**src/rtl/zoom_line_ctrl.sv**
```systemverilog
// zoom_line_ctrl: ping-pong line-buffer controller for a 2048x16 simple dual-port RAM
// (registered address, 1-cycle read latency). One bank is filled with an incoming line
// while the other is read out with nearest-neighbour horizontal scaling.
//
// Ports:
//   wr_clk, tb_wr_rst            clock and asynchronous active-high reset
//   in_valid/in_data/in_eol      input pixel stream, in_ready back-pressure
//   cfg_step, cfg_out_len        8.8 source step per output pixel, output pixels per line
//   ram_wr_en/addr/data          RAM write port (combinational from the accepting cycle)
//   ram_rd_addr, ram_rd_data     RAM read port
//   out_valid/out_data/out_eol   scaled output stream, out_ready back-pressure
//   overflow                     sticky: an input line was longer than one bank
module zoom_line_ctrl #(
  parameter int unsigned ADDR_WIDTH = 11,
  parameter int unsigned DATA_WIDTH = 16,
  parameter int unsigned FRAC       = 8
) (
  input  logic                  wr_clk,
  input  logic                  tb_wr_rst,
  input  logic                  in_valid,
  input  logic [DATA_WIDTH-1:0] in_data,
  input  logic                  in_eol,
  output logic                  in_ready,
  input  logic [15:0]           cfg_step,
  input  logic [ADDR_WIDTH-1:0] cfg_out_len,
  output logic                  ram_wr_en,
  output logic [ADDR_WIDTH-1:0] ram_wr_addr,
  output logic [DATA_WIDTH-1:0] ram_wr_data,
  output logic [ADDR_WIDTH-1:0] ram_rd_addr,
  input  logic [DATA_WIDTH-1:0] ram_rd_data,
  output logic                  out_valid,
  output logic [DATA_WIDTH-1:0] out_data,
  output logic                  out_eol,
  input  logic                  out_ready,
  output logic                  overflow
);

  localparam int unsigned BankAw    = ADDR_WIDTH - 1;
  localparam int unsigned BankWords = 1 << BankAw;
  localparam int unsigned AccW      = 19;

  localparam logic [1:0] BkEmpty   = 2'd0;
  localparam logic [1:0] BkFilling = 2'd1;
  localparam logic [1:0] BkFull    = 2'd2;
  localparam logic [1:0] BkReading = 2'd3;

  localparam logic StIdle = 1'b0;
  localparam logic StRun  = 1'b1;

  logic [1:0][1:0]            bank_st_q, bank_st_d;
  logic [1:0][ADDR_WIDTH-1:0] len_q, len_d;
  logic                       wb_q, wb_d, rb_q, rb_d;
  logic [ADDR_WIDTH-1:0]      wcnt_q, wcnt_d;
  logic                       overflow_q, overflow_d;
  logic                       rd_st_q, rd_st_d;
  logic                       valid_q, valid_d;
  logic [AccW-1:0]            acc_q, acc_d, acc_nxt;
  logic [15:0]                stp_q, stp_d;
  logic [ADDR_WIDTH-1:0]      olen_q, olen_d;
  logic [ADDR_WIDTH-1:0]      ocnt_q, ocnt_d;
  logic [AccW:0]              acc_sum;
  logic [ADDR_WIDTH-1:0]      rd_len;
  logic [BankAw-1:0]          idx_cur, idx_nxt;
  logic                       wr_fire, wr_full, rd_fire;

  // Clamp the integer part of the accumulator to the last stored pixel of the line.
  function automatic logic [BankAw-1:0] src_idx(input logic [AccW-1:0] acc,
                                                input logic [ADDR_WIDTH-1:0] len);
    logic [AccW-1:0]       src;
    logic [ADDR_WIDTH-1:0] last;
    src  = acc >> FRAC;
    last = len - ADDR_WIDTH'(1);
    if (len == '0) begin
      src_idx = '0;
    end else if (src >= AccW'(len)) begin
      src_idx = last[BankAw-1:0];
    end else begin
      src_idx = src[BankAw-1:0];
    end
  endfunction

  // Write side
  assign in_ready    = !tb_wr_rst &&
                       (bank_st_q[wb_q] == BkEmpty || bank_st_q[wb_q] == BkFilling);
  assign wr_fire     = in_valid && in_ready;
  assign wr_full     = (wcnt_q == ADDR_WIDTH'(BankWords));
  assign ram_wr_en   = wr_fire && !wr_full;
  assign ram_wr_addr = {wb_q, wcnt_q[BankAw-1:0]};
  assign ram_wr_data = in_data;
  assign overflow    = overflow_q;

  // Read side
  assign acc_sum     = {1'b0, acc_q} + (AccW + 1)'(stp_q);
  assign acc_nxt     = acc_sum[AccW] ? '1 : acc_sum[AccW-1:0];
  assign rd_len      = len_q[rb_q];
  assign idx_cur     = src_idx(acc_q, rd_len);
  assign idx_nxt     = src_idx(acc_nxt, rd_len);
  assign out_valid   = valid_q;
  assign rd_fire     = valid_q && out_ready;
  assign out_eol     = valid_q && (ocnt_q == olen_q - ADDR_WIDTH'(1));
  assign out_data    = ram_rd_data;
  // Present the following address on the handshake edge so the next pixel is back-to-back.
  assign ram_rd_addr = {rb_q, rd_fire ? idx_nxt : idx_cur};

  always_comb begin
    bank_st_d  = bank_st_q;
    len_d      = len_q;
    wb_d       = wb_q;
    rb_d       = rb_q;
    wcnt_d     = wcnt_q;
    overflow_d = overflow_q;
    rd_st_d    = rd_st_q;
    valid_d    = valid_q;
    acc_d      = acc_q;
    stp_d      = stp_q;
    olen_d     = olen_q;
    ocnt_d     = ocnt_q;

    if (wr_fire) begin
      if (wr_full) begin
        overflow_d = 1'b1;
      end else begin
        wcnt_d = wcnt_q + ADDR_WIDTH'(1);
      end
      bank_st_d[wb_q] = BkFilling;
      if (in_eol) begin
        len_d[wb_q]     = wr_full ? wcnt_q : wcnt_q + ADDR_WIDTH'(1);
        bank_st_d[wb_q] = BkFull;
        wb_d            = ~wb_q;
        wcnt_d          = '0;
      end
    end

    // The write side only touches EMPTY/FILLING banks and the read side only FULL/READING
    // ones, so both updates may land in the same cycle without conflict.
    case (rd_st_q)
      StIdle: begin
        if (bank_st_q[rb_q] == BkFull) begin
          rd_st_d         = StRun;
          stp_d           = cfg_step;
          olen_d          = cfg_out_len;
          acc_d           = '0;
          ocnt_d          = '0;
          bank_st_d[rb_q] = BkReading;
        end
      end
      default: begin
        if (!valid_q) begin
          // First RUN cycle: address 0 is on the RAM, data arrives next cycle.
          if (olen_q == '0) begin
            bank_st_d[rb_q] = BkEmpty;
            rb_d            = ~rb_q;
            rd_st_d         = StIdle;
          end else begin
            valid_d = 1'b1;
          end
        end else if (rd_fire) begin
          acc_d  = acc_nxt;
          ocnt_d = ocnt_q + ADDR_WIDTH'(1);
          if (out_eol) begin
            bank_st_d[rb_q] = BkEmpty;
            rb_d            = ~rb_q;
            rd_st_d         = StIdle;
            valid_d         = 1'b0;
          end
        end
      end
    endcase
  end

  always_ff @(posedge wr_clk or posedge tb_wr_rst) begin
    if (tb_wr_rst) begin
      bank_st_q  <= '0;
      len_q      <= '0;
      wb_q       <= 1'b0;
      rb_q       <= 1'b0;
      wcnt_q     <= '0;
      overflow_q <= 1'b0;
      rd_st_q    <= StIdle;
      valid_q    <= 1'b0;
      acc_q      <= '0;
      stp_q      <= '0;
      olen_q     <= '0;
      ocnt_q     <= '0;
    end else begin
      bank_st_q  <= bank_st_d;
      len_q      <= len_d;
      wb_q       <= wb_d;
      rb_q       <= rb_d;
      wcnt_q     <= wcnt_d;
      overflow_q <= overflow_d;
      rd_st_q    <= rd_st_d;
      valid_q    <= valid_d;
      acc_q      <= acc_d;
      stp_q      <= stp_d;
      olen_q     <= olen_d;
      ocnt_q     <= ocnt_d;
    end
  end

endmodule

```
**config.mk**
```make
export PLATFORM = sky130hd
export DESIGN_NAME = zoom_line_ctrl
export DESIGN_NICKNAME = d
export VERILOG_FILES = /design/src/rtl/zoom_line_ctrl.sv
export SDC_FILE = /design/constraint.sdc
export NUM_CORES = 1
export LEC_CHECK = 0
export CORE_MARGIN = 10
export CORE_UTILIZATION = 55
export CTS_CLUSTER_SIZE = 28
export DETAILED_ROUTE_END_ITERATION = 12
export PLACE_DENSITY_LB_ADDON = 0.05
export SETUP_SLACK_MARGIN = 0.15
export SYNTH_ARGS = -nofsm -noshare
export SYNTH_HDL_FRONTEND = slang
export SYNTH_SLANG_ARGS = --single-unit
```
**constraint.sdc**
```tcl
create_clock -name wr_clk -period 7.4 [get_ports wr_clk]
set_input_delay 1.48 -clock wr_clk [delete_from_list [all_inputs] [get_ports wr_clk]]
set_output_delay 1.48 -clock wr_clk [all_outputs]
set_load 0.005 [all_outputs]
```
==> impl_results.md, run 1 <==
* Status: completed
* Port bufs at 58
* Setup TNS at 0 ns
* CP Data Required Time at 5.92 ns
* Die W at 131.5 um
* Starting Density at 56.50%
* Pin count of the biggest net entering global routing at 52
* CP delay by family, top: compound AO/OA/AOI/OAI gates
* Worst-margin pin slew at 0.9817 ns
* Flops & latches, synth at 99
* Critical Path End Type: primary output
* Top cell type by total area after synthesis: dfrtp_1
* Layout area overhead at 10.73%
* H-tree Lvls at 3
* Top cells by area, synth: dfrtp_1 36%, nand2_1 8.2%, ha_1 7.9%
* CTS root buf: clkbuf_16
* Clk_skew at 0.01195 ns
* Post-synth EDFFs at 0
* HP Start: overflow
* Routed wire length at 17,590 um
* RSZ-0062 raised after global routing: false
* Row count at 40
* Clock Tree Buf Depth at 2
* DRT Pass-1 Iters at 5
* Drt wl/cell at 17.89 um
* CP Launch Type: flip-flop
* Final setup violating endpoints at 0
* CTS sink count at 99
* Critical path launch point: acc_q[1]
* Layout cells sized above 1 at 4.908%
* CTS Buf Count at 9
* Comb pwr share at 41.0%
* Crit path max fanout at 13
* Post-route DRC at 0
* Gr ovfl total at 0
* Period utilization at 93.18%
* Sequential cell area fraction in the yosys report at 36.20%
* Internal at 1237 uW
* Reg-to-reg startpoint: olen_q[0]
* Max VDD drop at 0.0002112 V
* Inst Count DP at 968
* Critical path class: reg2out
* Hold Vio Cnt, Final at 0
* Clock share of power at 25.8%
* Instance count on the critical path at 18
* Rel. slew slack at 34.40%
* Crit path time final at 6.895 ns
* Switching power at 780.9 uW
* Vias in the first global route at 5,699
* Synth Warn # at 0
* Final cell count without fillers at 983
* Cell area after synthesis at 6843 sq um
* Total I/O pin count at 123
* Main flop type after synthesis: dfrtp_1
* Core region area at 12,110 sq um
* Flop pwr share at 33.2%
* Final-report max-slew violation count at 0
* Ant diodes at 0
* HPWL after DPL at 12,640 um
* Total die area at 17,300 sq um
* GPL Wtd Cong at 0.9184
* Critical Path AT at 5.42 ns
* Worst Path Buf+Inv at 4
* Global-route wire length before repair at 29,260 um
* CP max stage delay at 0.51 ns
* Reg2Reg Depth at 9
* Max Fclk at 0.1450 GHz
* Via density at 5.919
* Syn Inst Count at 811
* CP Cell Sequence: ha_1 -> a211oi_1 -> o2111ai_1 -> nand3_1 -> o21ai_1 -> a221o_2 -> a21oi_1 -> inv_1 -> ha_1 -> a211oi_1 -> o21ai_0 -> a211o_1 -> a21oi_1 -> buf_4 -> a21boi_0 -> buf_4 -> a221oi_1 -> clkdlybuf4s50_1
* Worst hold path depth at 1
* Async SR Flop Fraction at 100.0%
* PD cells at 266.3 nW/um^2
* Antenna violations before repair at 0
* Leakage at 0.003253 uW
* Clk slew on worst S/H paths at 0.07 ns
* CTS tree: yes
* Post-route ant nets at 0
* Sw frac at 38.70%
* Detailed Route Iter0 Violations at 316
* DR vias at 5,818
* Max cap viols at 0
* Critical-path top delay cell: a221o_2
* Cts hold-fix bufs at 0
* Count of distinct cell types in the synthesized netlist at 66
* Syn Nets at 919
* Nets at 919
* DIE HEIGHT at 131.5 um
* Type of the tightest min-delay check: reg2reg
* Avg Cell Area, Syn at 8.438 sq um
* GR Util All Layers at 20.23%
* Worst skew pair latency at 0.36 ns
* Synth top area share at 36.20%
-- kinds of logic after synthesis --
kind of cell,count (synthesis),synth area share (%)
AND/OR/NAND/NOR,299,20.72
AO/OA/AOI/OAI,200,17.96
buffers and inverters,104,8.155
flip-flops,99,36.20
XOR/XNOR,44,5.741
adder cells (fa/ha/maj),44,8.155
multiplexers,21,3.072
-- cells in the mapped netlist (all sizes together) (4+ instances only) --
cell	n
or3	7
and2	5
a221oi	11
o2111ai	4
o21ai	77
a31oi	12
nor2	36
nand2b	9
o21bai	4
mux2i	21
a21o	8
o21a	5
and3	9
o31ai	5
nand3	27
a21oi	46
nor4	7
xnor2	28
ha	43
buf	47
xor2	16
a211oi	5
clkbuf	30
o211ai	4
inv	27
nand4	9
nor3	17
dfrtp	99
nand2	149
-- sequential cells by signal, indices dropped and copies added, names as in the netlist --
name	cells
acc_q	19
bank_st_q	4
wcnt_q	11
overflow	1
ocnt_q	11
out_valid	1
wb_q	1
olen_q	11
stp_q	16
rb_q	1
rd_st_q	1
len_q	22
-- worst paths after layout --
check,end,slack (ns)
min,overflow,0.46
max,ram_rd_addr[7],0.50
min reg2reg,overflow,0.46
max in group asynchronous,stp_q[10],4.71
min in group asynchronous,len_q[3],1.57
max reg2reg,bank_st_q[3],4.53
-- stage by stage --
| step | cell area, sq um | setup WS [ns] | util [%] | hold WS, ns | total power [uW] |
|---|---|---|---|---|---|
| after detailed placement | 7251 | 0.7303 | 59.87 | 0.4520 | 1485 |
| final | 7577 | 0.5047 | 62.56 | 0.4622 | 2018 |
| after global routing | 7577 | 0.2170 | 62.56 | 0.5071 | 2165 |
| after global placement | 7251 | 0.8589 | 59.87 | 0.4436 | 1456 |
| after floorplan | 6843 | 1.590 | - | 0.4492 | 1267 |
| after CTS | 7567 | 0.3098 | 62.48 | 0.4702 | 2012 |
-- worst reg2reg max path, cell delays in order (launching register included) --
cell     delay (ns)
dfrtp_1        0.41
inv_1          0.09
ha_1           0.23
or4b_4         0.53
or4_4          0.46
xnor2_2        0.19
nand4_2        0.13
o41ai_2        0.39
and3_1         0.23
a21oi_1        0.05
-- power by group through the flow --
stage               Combinational, uW  Sequential, uW  Clock, uW
finish                            827             671        520
global route                      936             678        551
CTS                               813             669        530
detailed placement                807             678          0
global placement                  780             676          0
floorplan                         620             646          0
-- area by class of cell --
| type | count | area [sq um] |
|---|---|---|
| well taps | 168 | 210.2 |
| fillers | 1101 | 4534 |
| clock inverters | 4 | 73.82 |
| flip-flops and latches | 99 | 2477 |
| clock buffers | 11 | 242.7 |
| multi-input cells | 608 | 3829 |
| repair buffers | 66 | 640.6 |
| inverters | 27 | 103.9 |
-- cell usage in the layout, fill, tap and decap left out, types with 9 or more instances in the layout --
cell type,instances
nand2_1,148
dfrtp_1,99
o21ai_0,75
clkdlybuf4s50_1,58
a21oi_1,45
ha_1,43
nor2_1,36
nand3_1,27
xnor2_1,27
inv_1,26
mux2i_1,21
xor2_1,16
nor3_1,16
a31oi_1,11
a221oi_1,11
and3_1,9
nand2b_1,9
clkbuf_16,9
-- routing by layer --
| layer | share of wire (%) | routed length, um | global-route usage [%] | vias up |
|---|---|---|---|---|
| met5 | 0 | 0 | 0 | - |
| met1 | 46 | 8109 | 26.24 | 2816 |
| met4 | 2.1 | 367 | 6.675 | 0 |
| met2 | 46 | 8162 | 32.27 | 152 |
| li1 | - | - | - | 2812 |
| met3 | 5.4 | 951 | 4.954 | 38 |
-- repair_timing --
| action | CTS | global route |
|---|---|---|
| gates resized for setup | 0 | 3 |
| setup buffers | 0 | 0 |
| endpoints found under the setup margin | 0 | 6 |
(Power assumes the default switching activity.)
==> run 2, diff against run 1 <==
--- a/config.mk
+++ b/config.mk
@@ -5,8 +5,10 @@
 export SDC_FILE = /design/constraint.sdc
 export NUM_CORES = 1
 export LEC_CHECK = 0
+export ABC_AREA = 1
 export CORE_MARGIN = 10
 export CORE_UTILIZATION = 55
+export CTS_BUF_LIST = sky130_fd_sc_hd__clkbuf_8
 export CTS_CLUSTER_SIZE = 28
 export DETAILED_ROUTE_END_ITERATION = 12
 export PLACE_DENSITY_LB_ADDON = 0.05
==> run 2 against run 1 <==
Final area increased by 3.2%. Sequential cell count unchanged. First-iteration DRC count increased by 59%. Synthesized cell count increased by 28%. Global-route usage increased by 0.27 points. Synthesized area increased by 6.0%. Maximum frequency increased by 8.2%. Register-to-register slack got worse by 0.52 ns. Critical path type unchanged.
==> impl_results.md, run 2 <==
* Clock share of power at 8.5%
* PD cells at 543.7 nW/um^2
* Area occupied by registers at 2477 sq um
* Met1 Use GR at 27.32%
* Hold Vio Cnt, Final at 0
* Gr ovfl total at 0
* Reg-to-reg startpoint: out_valid
* FILL cells at 1,191
* Critical-path top delay cell: clkdlybuf4s50_1
* Main flop type after synthesis: dfrtp_1
* Final-report max-slew violation count at 0
* Area of the multi-input gates at 3923 sq um
* Largest register FFs at 22
* Clk_skew at 0.01206 ns
* Max cap viols at 0
* Crit path time final at 6.376 ns
* Worst skew pair latency at 0.40 ns
* HP Start: len_q[5]
* GR Util All Layers at 20.50%
* Status: completed
* Antenna violations before repair at 0
* CP max stage delay at 0.50 ns
* Nets at 1,150
* CP Launch Type: flip-flop
* M2 GR Usage at 31.92%
* CTS tree: yes
* Critical Path End Type: primary output
* Total I/O pin count at 123
* Async SR Flop Fraction at 100.0%
* Clk slew on worst S/H paths at 0.11 ns
* Final setup violating endpoints at 0
* Biggest regs: len_q (22), acc_q (19), stp_q (16)
* DR vias at 6,540
* Synth top cells by count: 321 x nand2_1, 99 x dfrtp_1, 99 x inv_1, 82 x nand3_1, 78 x o21ai_0
* RSZ-0062 raised after global routing: false
* Sequential cell area fraction in the yosys report at 34.16%
* PostCTS Resize Cnt at 0
* Internal at 2055 uW
* Comb pwr share at 68.6%
* CTS sink count at 99
* Sw frac at 51.68%
* Post-route DRC at 0
* Synth top area share at 34.16%
* Setup TNS at 0 ns
* Period utilization at 86.16%
* Vias in the first global route at 6,339
* CP Data Required Time at 5.92 ns
* Most frequent cells in the layout: 321 x nand2_1, 99 x dfrtp_1, 98 x inv_1, 82 x nand3_1, 78 x o21ai_0
* Postcts setup bufs at 0
* Leakage at 0.003833 uW
* Top cells by area, synth: dfrtp_1 34%, nand2_1 17%, ha_1 7.4%
* Row count at 41
* Avg Cell Area, Syn at 6.986 sq um
* Port bufs at 58
* Slack of the critical path at 1.024 ns
* Max VDD drop at 0.0002413 V
* Most common cell after layout, fill and taps aside: nand2_1
* DIE HEIGHT at 134.8 um
* Syn Inst Count at 1,038
* Routed wire length at 18,000 um
* Via density at 5.365
* Flops & latches, synth at 99
* Die W at 134.8 um
* Starting Density at 56.77%
* CP most frequent cell: nand2_1
* Switching power at 2197 uW
* Count of distinct cell types in the synthesized netlist at 41
* Core region area at 12,770 sq um
* Type of the tightest min-delay check: reg2reg
* CP Cell Sequence: ha_1 -> nand2_1 -> o21ai_1 -> inv_1 -> nand2_1 -> nand2_1 -> nand2_1 -> nor2_2 -> nand3_1 -> ha_1 -> nand2_1 -> nor2_1 -> nand2_1 -> or2_2 -> nand4_2 -> inv_1 -> nand3_1 -> nand4_1 -> nand2_1 -> clkdlybuf4s50_1
* Clock Tree Buf Depth at 2
* Post-synth EDFFs at 0
* Post-route ant nets at 0
* H-tree Lvls at 3
* Critical path class: reg2out
* Pre-CTS WS at 1.479 ns
* DRT Pass-1 Iters at 5
* Top cell type by total area after synthesis: dfrtp_1
* Total die area at 18,180 sq um
* GPL Wtd Cong at 0.9571
* Layout cells sized above 1 at 4.585%
* Global-route wire length before repair at 30,860 um
* Critical path launch point: acc_q[9]
* HPWL after DPL at 13,680 um
* Flop pwr share at 22.9%
* Max Fclk at 0.1568 GHz
* Layout area overhead at 7.833%
* Routing usage on met3 at 5.156%
* Worst-margin pin slew at 1.007 ns
* Rel. slew slack at 32.85%
* CTS root buf: clkbuf_8
* Cts hold-fix bufs at 0
* Critical Path AT at 4.90 ns
* Pin count of the biggest net entering global routing at 81
* CTS Buf Count at 9
* Cell area after synthesis at 7252 sq um
* Ant diodes at 0
* Detailed Route Iter0 Violations at 501
* Crit path max fanout at 14
* Synth Warn # at 0
* Biggest register: len_q
* Gr busiest metal: met2
* Top-count cell post-synth: nand2_1
* Drt wl/cell at 14.77 um
* Syn Nets at 1,146
## run 2: cell types whose count changed after synthesis, sizes merged, moves of 8 or more
cell    before  now
inv         27  102
mux2i       21    1
nor2        36   73
o21ai       77   89
nand3       27   82
xnor2       28    7
clkbuf      30   14
nand2b       9    1
nand2      149  327
buf         47   55
a221oi      11    0
a21oi       46   65
and3         9    1
a31oi       12    0
## run 2: critical path, delay by kind of cell, from the launching register on
kind / cells / cell delay, ns
buffers and inverters: 3 / 0.84
DFF: 1 / 0.48
and+or+nand+nor: 14 / 2.26
AOI/OAI and AO/OA: 1 / 0.12
adders and majority gates: 2 / 0.80
## run 2: metal layers
metal	wire, um	part of all wire [%]	up-vias
met3	1099	6.1	31
li1	-	-	3353
met4	335	1.9	0
met1	8533	47	2992
met2	8032	45	164
met5	0	0	-
## run 2: cell families after synthesis
| family | synth area share [%] |
|---|---|
| AOI/OAI and AO/OA | 12.49 |
| xor gates and xnor gates | 2.899 |
| adders and majority gates | 7.695 |
| buffers and inverters | 11.75 |
| DFF | 34.16 |
| muxes | 0.1380 |
| and+or+nand+nor | 30.87 |
## run 2: metrics by stage
step | instances | total power [uW] | hold WS, ns | instance area [sq um] | utilization (%)
final | 1219 | 4252 | 0.4917 | 7820 | 61.22
after global routing | 1219 | 4766 | 0.5197 | 7820 | 61.22
after CTS | 1219 | 4256 | 0.4959 | 7820 | 61.22
after detailed placement | 1203 | 3874 | 0.4665 | 7611 | 59.58
after global placement | 1203 | 3877 | 0.4661 | 7611 | 59.58
after floorplan | 1038 | 3075 | 0.4455 | 7252 | -
## run 2: path summary, 6_finish.rpt
kind / endpoint / slack, ns / cells past startpoint
min reg2reg: len_q[5] / 0.49 / 2
max reg2reg: ocnt_q[10] / 4.01 / 9
min in group asynchronous: wcnt_q[5] / 1.35 / 2
max in group asynchronous: acc_q[5] / 4.76 / 3
min: len_q[5] / 0.49 / 2
max: ram_rd_addr[1] / 1.02 / 20
## run 2: power by group through the flow
stage	clock network (uW)	logic, uW	registers [uW]
after floorplan	0	2170	906
after global placement	0	2900	981
after detailed placement	0	2890	980
after CTS	372	2910	971
after global routing	396	3360	1010
final	361	2920	976
## run 2: layout make-up
type / count / area share, %
repair buffers: 62 / 7.808
multi-input cells: 768 / 50.16
inverters: 102 / 4.928
clock buffers: 9 / 1.584
clock inverters: 7 / 1.088
flip-flops and latches: 99 / 31.68
well taps: 172 / 2.752
==> run 3, diff against run 2 <==
--- a/config.mk
+++ b/config.mk
@@ -16,3 +16,4 @@
 export SYNTH_ARGS = -nofsm -noshare
 export SYNTH_HDL_FRONTEND = slang
 export SYNTH_SLANG_ARGS = --single-unit
+export TNS_END_PERCENT = 30
==> results of run 3 <==
Final layout, timing and power as in run 2 (identical DEF).
